<file path="src/rtl/namco108_ext.sv">
// Namco 108-family bank controller with run-time 206/076/088/154/095 variant select
// and an optional MMC3-style scanline IRQ counter driven by filtered PPU A12 edges.
module namco108_ext #(
  parameter int PRG_W   = 19,
  parameter int CHR_W   = 17,
  parameter int IRQ_EN  = 1,
  parameter int A12_LOW = 3
) (
  input  logic               m2,
  input  logic               rst_n,
  input  logic [15:0]        cpu_addr,
  input  logic [7:0]         cpu_data,
  input  logic               cpu_rw,
  input  logic [13:0]        ppu_addr,
  input  logic [2:0]         mode,
  input  logic               mir_v,
  output logic [PRG_W-14:0]  prg_addr,
  output logic [CHR_W-11:0]  chr_addr,
  output logic               ciram_a10,
  output logic               irq
);

  localparam int B  = PRG_W - 13;
  localparam int C  = CHR_W - 10;
  localparam int LW = ($clog2(A12_LOW + 1) < 1) ? 1 : $clog2(A12_LOW + 1);

  logic [2:0]      sel_q, sel_d;
  logic [7:0][7:0] bank_q, bank_d;
  logic            mir1_q, mir1_d;
  logic [7:0]      latch_q, latch_d;
  logic [7:0]      cnt_q, cnt_d;
  logic            reload_q, reload_d;
  logic            irqOn_q, irqOn_d;
  logic            pending_q, pending_d;
  logic [LW-1:0]   lowCnt_q, lowCnt_d;

  logic            wrEn;
  logic            a12;
  logic            edgeHit;
  logic [7:0]      newCnt;

  assign wrEn    = !cpu_rw && cpu_addr[15];
  assign a12     = ppu_addr[12];
  assign edgeHit = a12 && (lowCnt_q == LW'(A12_LOW));

  // The edge is evaluated on pre-write state; register writes are applied
  // afterwards so they override the counter update in the same cycle.
  always_comb begin
    sel_d     = sel_q;
    bank_d    = bank_q;
    mir1_d    = mir1_q;
    latch_d   = latch_q;
    cnt_d     = cnt_q;
    reload_d  = reload_q;
    irqOn_d   = irqOn_q;
    pending_d = pending_q;
    lowCnt_d  = lowCnt_q;
    newCnt    = cnt_q;

    if (a12) begin
      lowCnt_d = '0;
    end else if (lowCnt_q != LW'(A12_LOW)) begin
      lowCnt_d = lowCnt_q + LW'(1);
    end

    if ((IRQ_EN != 0) && edgeHit) begin
      if ((cnt_q == 8'd0) || reload_q) begin
        newCnt   = latch_q;
        reload_d = 1'b0;
      end else begin
        newCnt = cnt_q - 8'd1;
      end
      cnt_d = newCnt;
      if ((newCnt == 8'd0) && irqOn_q) begin
        pending_d = 1'b1;
      end
    end

    if (wrEn) begin
      if (mode == 3'd3) begin
        mir1_d = cpu_data[6];
      end
      if ((IRQ_EN == 0) || !cpu_addr[14]) begin
        if (!cpu_addr[0]) begin
          sel_d = cpu_data[2:0];
        end else begin
          bank_d[sel_q] = cpu_data;
        end
      end else begin
        case ({cpu_addr[13], cpu_addr[0]})
          2'b00: latch_d = cpu_data;
          2'b01: begin
            cnt_d    = 8'd0;
            reload_d = 1'b1;
          end
          2'b10: begin
            irqOn_d   = 1'b0;
            pending_d = 1'b0;
          end
          default: irqOn_d = 1'b1;
        endcase
      end
    end
  end

  always_ff @(negedge m2 or negedge rst_n) begin
    if (!rst_n) begin
      sel_q     <= '0;
      bank_q    <= '0;
      mir1_q    <= 1'b0;
      latch_q   <= '0;
      cnt_q     <= '0;
      reload_q  <= 1'b0;
      irqOn_q   <= 1'b0;
      pending_q <= 1'b0;
      lowCnt_q  <= '0;
    end else begin
      sel_q     <= sel_d;
      bank_q    <= bank_d;
      mir1_q    <= mir1_d;
      latch_q   <= latch_d;
      cnt_q     <= cnt_d;
      reload_q  <= reload_d;
      irqOn_q   <= irqOn_d;
      pending_q <= pending_d;
      lowCnt_q  <= lowCnt_d;
    end
  end

  assign irq = pending_q;

  logic [7:0]  prgByte;
  logic [15:0] prgWide;

  always_comb begin
    case (cpu_addr[14:13])
      2'd0:    prgByte = bank_q[6];
      2'd1:    prgByte = bank_q[7];
      2'd2:    prgByte = 8'hFE;
      default: prgByte = 8'hFF;
    endcase
    prgWide  = {8'h00, prgByte};
    prg_addr = prgWide[B-1:0];
  end

  logic [7:0]  r0m, r1m, lowPair;
  logic [2:0]  idx1k, idx2k;
  logic [8:0]  chrFull;
  logic [15:0] chrWide;

  // 095 reuses R0/R1 bit 5 for nametable select, so those bits never reach CHR.
  always_comb begin
    r0m     = (mode == 3'd4) ? {3'b000, bank_q[0][4:0]} : bank_q[0];
    r1m     = (mode == 3'd4) ? {3'b000, bank_q[1][4:0]} : bank_q[1];
    lowPair = ppu_addr[11] ? r1m : r0m;
    idx1k   = 3'd2 + {1'b0, ppu_addr[11:10]};
    idx2k   = 3'd2 + {1'b0, ppu_addr[12:11]};
    if (mode == 3'd1) begin
      chrFull = {bank_q[idx2k], ppu_addr[10]};
    end else if (!a12) begin
      chrFull = {1'b0, lowPair[7:1], ppu_addr[10]};
    end else begin
      chrFull = {1'b0, bank_q[idx1k]};
    end
    chrWide  = {7'b0, chrFull};
    chr_addr = chrWide[C-1:0];
    if ((mode == 3'd2) || (mode == 3'd3)) begin
      chr_addr[C-1] = a12;
    end
  end

  always_comb begin
    case (mode)
      3'd3:    ciram_a10 = mir1_q;
      3'd4:    ciram_a10 = ppu_addr[11] ? bank_q[1][5] : bank_q[0][5];
      default: ciram_a10 = mir_v ? ppu_addr[10] : ppu_addr[11];
    endcase
  end

  logic unused_ok;
  assign unused_ok = ^{cpu_addr[12:1], ppu_addr[13], ppu_addr[9:0], bank_q, prgWide, chrWide};

endmodule

</file>
<file path="config.mk">
export PLATFORM = sky130hd
export DESIGN_NAME = namco108_ext
export DESIGN_NICKNAME = d
export VERILOG_FILES = /design/src/rtl/namco108_ext.sv
export SDC_FILE = /design/constraint.sdc
export NUM_CORES = 1
export LEC_CHECK = 0
export ABC_AREA = 0
export BUFFER_PORTS_ARGS = -buffer_cell sky130_fd_sc_hd__clkbuf_2
export CORE_UTILIZATION = 52
export CTS_CLUSTER_DIAMETER = 150
export DETAILED_ROUTE_END_ITERATION = 12
export GPL_TIMING_DRIVEN = 0
export HOLD_SLACK_MARGIN = 0.02
export PLACE_DENSITY = 0.7
export SYNTH_ARGS = -nofsm -noshare
export SYNTH_HDL_FRONTEND = slang
export SYNTH_SLANG_ARGS = --single-unit
</file>
<file path="constraint.sdc">
create_clock -name m2 -period 6.1 [get_ports m2]
set_clock_uncertainty 0.1 [all_clocks]
set_input_delay 0.305 -clock m2 [delete_from_list [all_inputs] [get_ports m2]]
set_output_delay 0.305 -clock m2 [all_outputs]
set_load 0.005 [all_outputs]
</file>
Word-level counts from Yosys, hierarchy flattened. Index checks and enable logic that the tools add are counted.

Bits in registers: 89. Input bits: 45. Output and inout port bits: 15. Word-level logic and storage cells: 91.

$add $sub $neg: 4. Reductions and logical operators: 18. Equal/unequal tests: 10. Magnitude comparators: 4. Bitwise operators: 3. Multiplexer cells: 36.

Operator list (count): $bwmux 64 (1); $mux 8 (7); $bmux 8 s3 (2); $mux 7 (6); $demux 8 s3 (1); $pmux 6 s3 (1); $logic_not 8->1 (2); $mux 1 (13); $lt 3x4->1 const B (3); $reduce_and 3->1 (4); $sub 8x1->8 const B (1); $add 2x2->3 const A (2); $eq 2x2->1 const B (3); $eq 3x2->1 const B (2); $mux 6 (1); $eq 2x1->1 const B (2); $logic_and 1x1->1 (4); $logic_not 2->1 (2); $mux 2 (2); $pmux 1 s2 (2); $eq 3x1->1 const B (1); $eq 3x3->1 const B (1); $ge 3x1->1 const B (1); $not 1->1 (3); 7 further kinds (8).

Depth between registers and ports, before layout.
Depth in word-level cells: 11. Mapped depth: 8. Mapped depth without buffers: 7.

==> results.md <==
* H-tree levels at 3
* Fin. Hold Viols at 0
* Area grow syn2layout at 13.5%
* Vias/cell at 5.91
* Post-CTS Hold Fix Bufs at 0
* Worst-Margin Slew at 1260 ps
* Initial Util at 53.6%
* RSZ-0062 raised after global routing: false
* CP endpoint kind: output pin
* Max_cap viols at 0
* DRT iter0 DRCs at 112
* Final HPWL DP at 6240 µm
* TritonCTS clock tree: built
* Clock sink total at 77
* CTS resizes at 0
* Share of layout cells above drive strength 1 at 34.2%
* Status: complete, no violations
* Final-layout fill cell count at 648
* Syn_area_per_cell at 11.8 µm²
* Worst EP arrival at 4780 ps
* Multi-input gate area at 2080 µm²
* Final WS setup at 913 ps
* Storage cell area at 1930 µm²
* Post-synth net total at 397
* WL final at 8670 µm
* DRC Markers at 0
* Core ar. at 7690 µm²
* Most frequent cells in the layout: 77 x dfrtn_1, 66 x mux2_2, 29 x clkbuf_2
* Critical setup path kind: reg2out
* Synth cell types at 47
* Routed Antenna Nets at 0
* Crit path required time at 5690 ps
* Post-CTS Setup Inserts at 0
* First-pass DRT Iterations at 4
* Pwr Density at 382 nW/µm²
* Sequential area share after synthesis at 46.8%
* Yosys reg bits at 77
* Top_reg_cell synth: dfrtn_1
* Max-slew violation count at 0
* RePlAce Congestion at 0.866
* Die Wd at 91.0 µm
* Synth warn at 0
* R2r setup slk at 3580 ps
* Total global routing track utilization at 22.5%
* Synth Cell Area at 4120 µm²
* Port Buffers at 30
* Rows at 32
* Die ar. at 8280 µm²
* Leakage at 0.00210 µW
* Routed via count at 2938
* Most common cell after layout, fill and taps aside: dfrtn_1
* Final setup viols at 0
* Antenna violations before repair at 0
* Fin nets at 439
* Overall power at 1780 µW
* CTS max path bufs at 2
* EDFF count, synth at 0
* Top Ports at 60
* Final TNS setup at 0 ps
* Largest net degree at the start of global routing at 45
* Cells after synthesis at 349
* Vias in the first global route at 2849
* Root buffer cell: clkbuf_8
* N_diodes at 0
* First-pass GRT wire length at 14400 µm
* Worst slew margin at 16.1%
* Later-pin clock latency in the skew report at 330 ps
* Reg clk slew, reported paths at 50 ps
* CTS buffer count at 9
* CP startpoint kind: flip-flop
* Dpl ws at 654 ps
* Routed wire length per instance at 17.4 µm
* Die H at 91.0 µm
* Peak supply drop at 0.000216 V
* Total gr overflow at 0
* Worst hold path type: reg2reg
* Worst-path fanout max at 3
* Post-synthesis async set-or-reset flop share at 100%
[metal layers]
| metal | global-route usage, % | vias up | share of wire, % |
|---|---|---|---|
| met5 | 0 | - | 0 |
| met4 | 7.14 | 0 | 1.4 |
| met3 | 3.52 | 11 | 3.2 |
| met2 | 35.2 | 51 | 47 |
| met1 | 32.3 | 1504 | 48 |
| li1 | - | 1372 | - |
[power breakdown]
group | total, µW | switching (µW) | internal (µW)
clock | 468 | 176 | 291
sequential | 764 | 103 | 662
combinational | 551 | 267 | 284
total | 1780 | 546 | 1240
[cell families after synthesis]
logic type                 Yosys count  share of synthesized area, %
xor gates and xnor gates             3                         0.638
muxes                               89                          27.3
buffers and inverters               28                          2.67
AOI/OAI and AO/OA                   59                          9.09
and+or+nand+nor                     90                          12.6
DFF                                 77                          46.8
adders and majority gates            3                         0.912
[layout make-up]
type / count / area share [%]
buffer: 21 / 1.79
timing repair buffer: 31 / 3.86
clock inverter: 4 / 2.04
inverter: 7 / 0.562
clock buffer: 11 / 3.24
multi-input combinational: 244 / 44.5
tap: 102 / 2.73
sequential: 77 / 41.2
[final timing paths]
kind,endpoint,startpoint,depth (start not counted)
setup / recovery,chr_addr[6],bank_q[37],6
hold reg to reg,bank_q[56],bank_q[56],1
min in group asynchronous,cnt_q[6],rst_n,1
hold / removal,bank_q[56],bank_q[56],1
max in group asynchronous,bank_q[4],rst_n,2
setup reg to reg,cnt_q[3],cnt_q[0],7
[sequential cells by signal (all words and copies together) (netlist names)]
register	cells
bank_q	52
cnt_q	8
irq	1
irqOn_q	1
latch_q	8
lowCnt_q	2
mir1_q	1
reload_q	1
sel_q	3
[Yosys cell counts, types with 4 or more instances]
library cell	instances	area, µm²
nor2_1	22	82.6
a211o_1	5	43.8
dfrtn_1	77	1930
nand2_1	20	75.1
mux4_2	12	270
nor3_1	6	30.0
mux2_2	66	743
a21oi_1	18	90.1
nand3_1	5	25.0
inv_1	7	26.3
nor2b_1	9	56.3
mux2i_1	11	110
clkbuf_1	10	37.5
a211oi_1	8	60.1
nor4_1	4	25.0
o21ai_0	14	70.1
buf_1	7	26.3
buf_2	4	20.0
[worst max-delay path, cell delays in order (launching register included)]
cell and delay, ps:
dfrtn_1 370, mux4_2 460, a21oi_1 160, nor2_1 50, a211oi_1 180, a21oi_1 60, clkbuf_2 110
[through the flow]
step                hold slack, ps  cell area, µm²  utilization (%)  instances
CTS                            348            4670             60.8        497
detailed placement             348            4430             57.6        482
finish                         345            4670             60.8        497
global route                   356            4670             60.8        497
floorplan                      332            4120                -        349
global placement               338            4400             57.2        481
(Power assumes the default switching activity.)
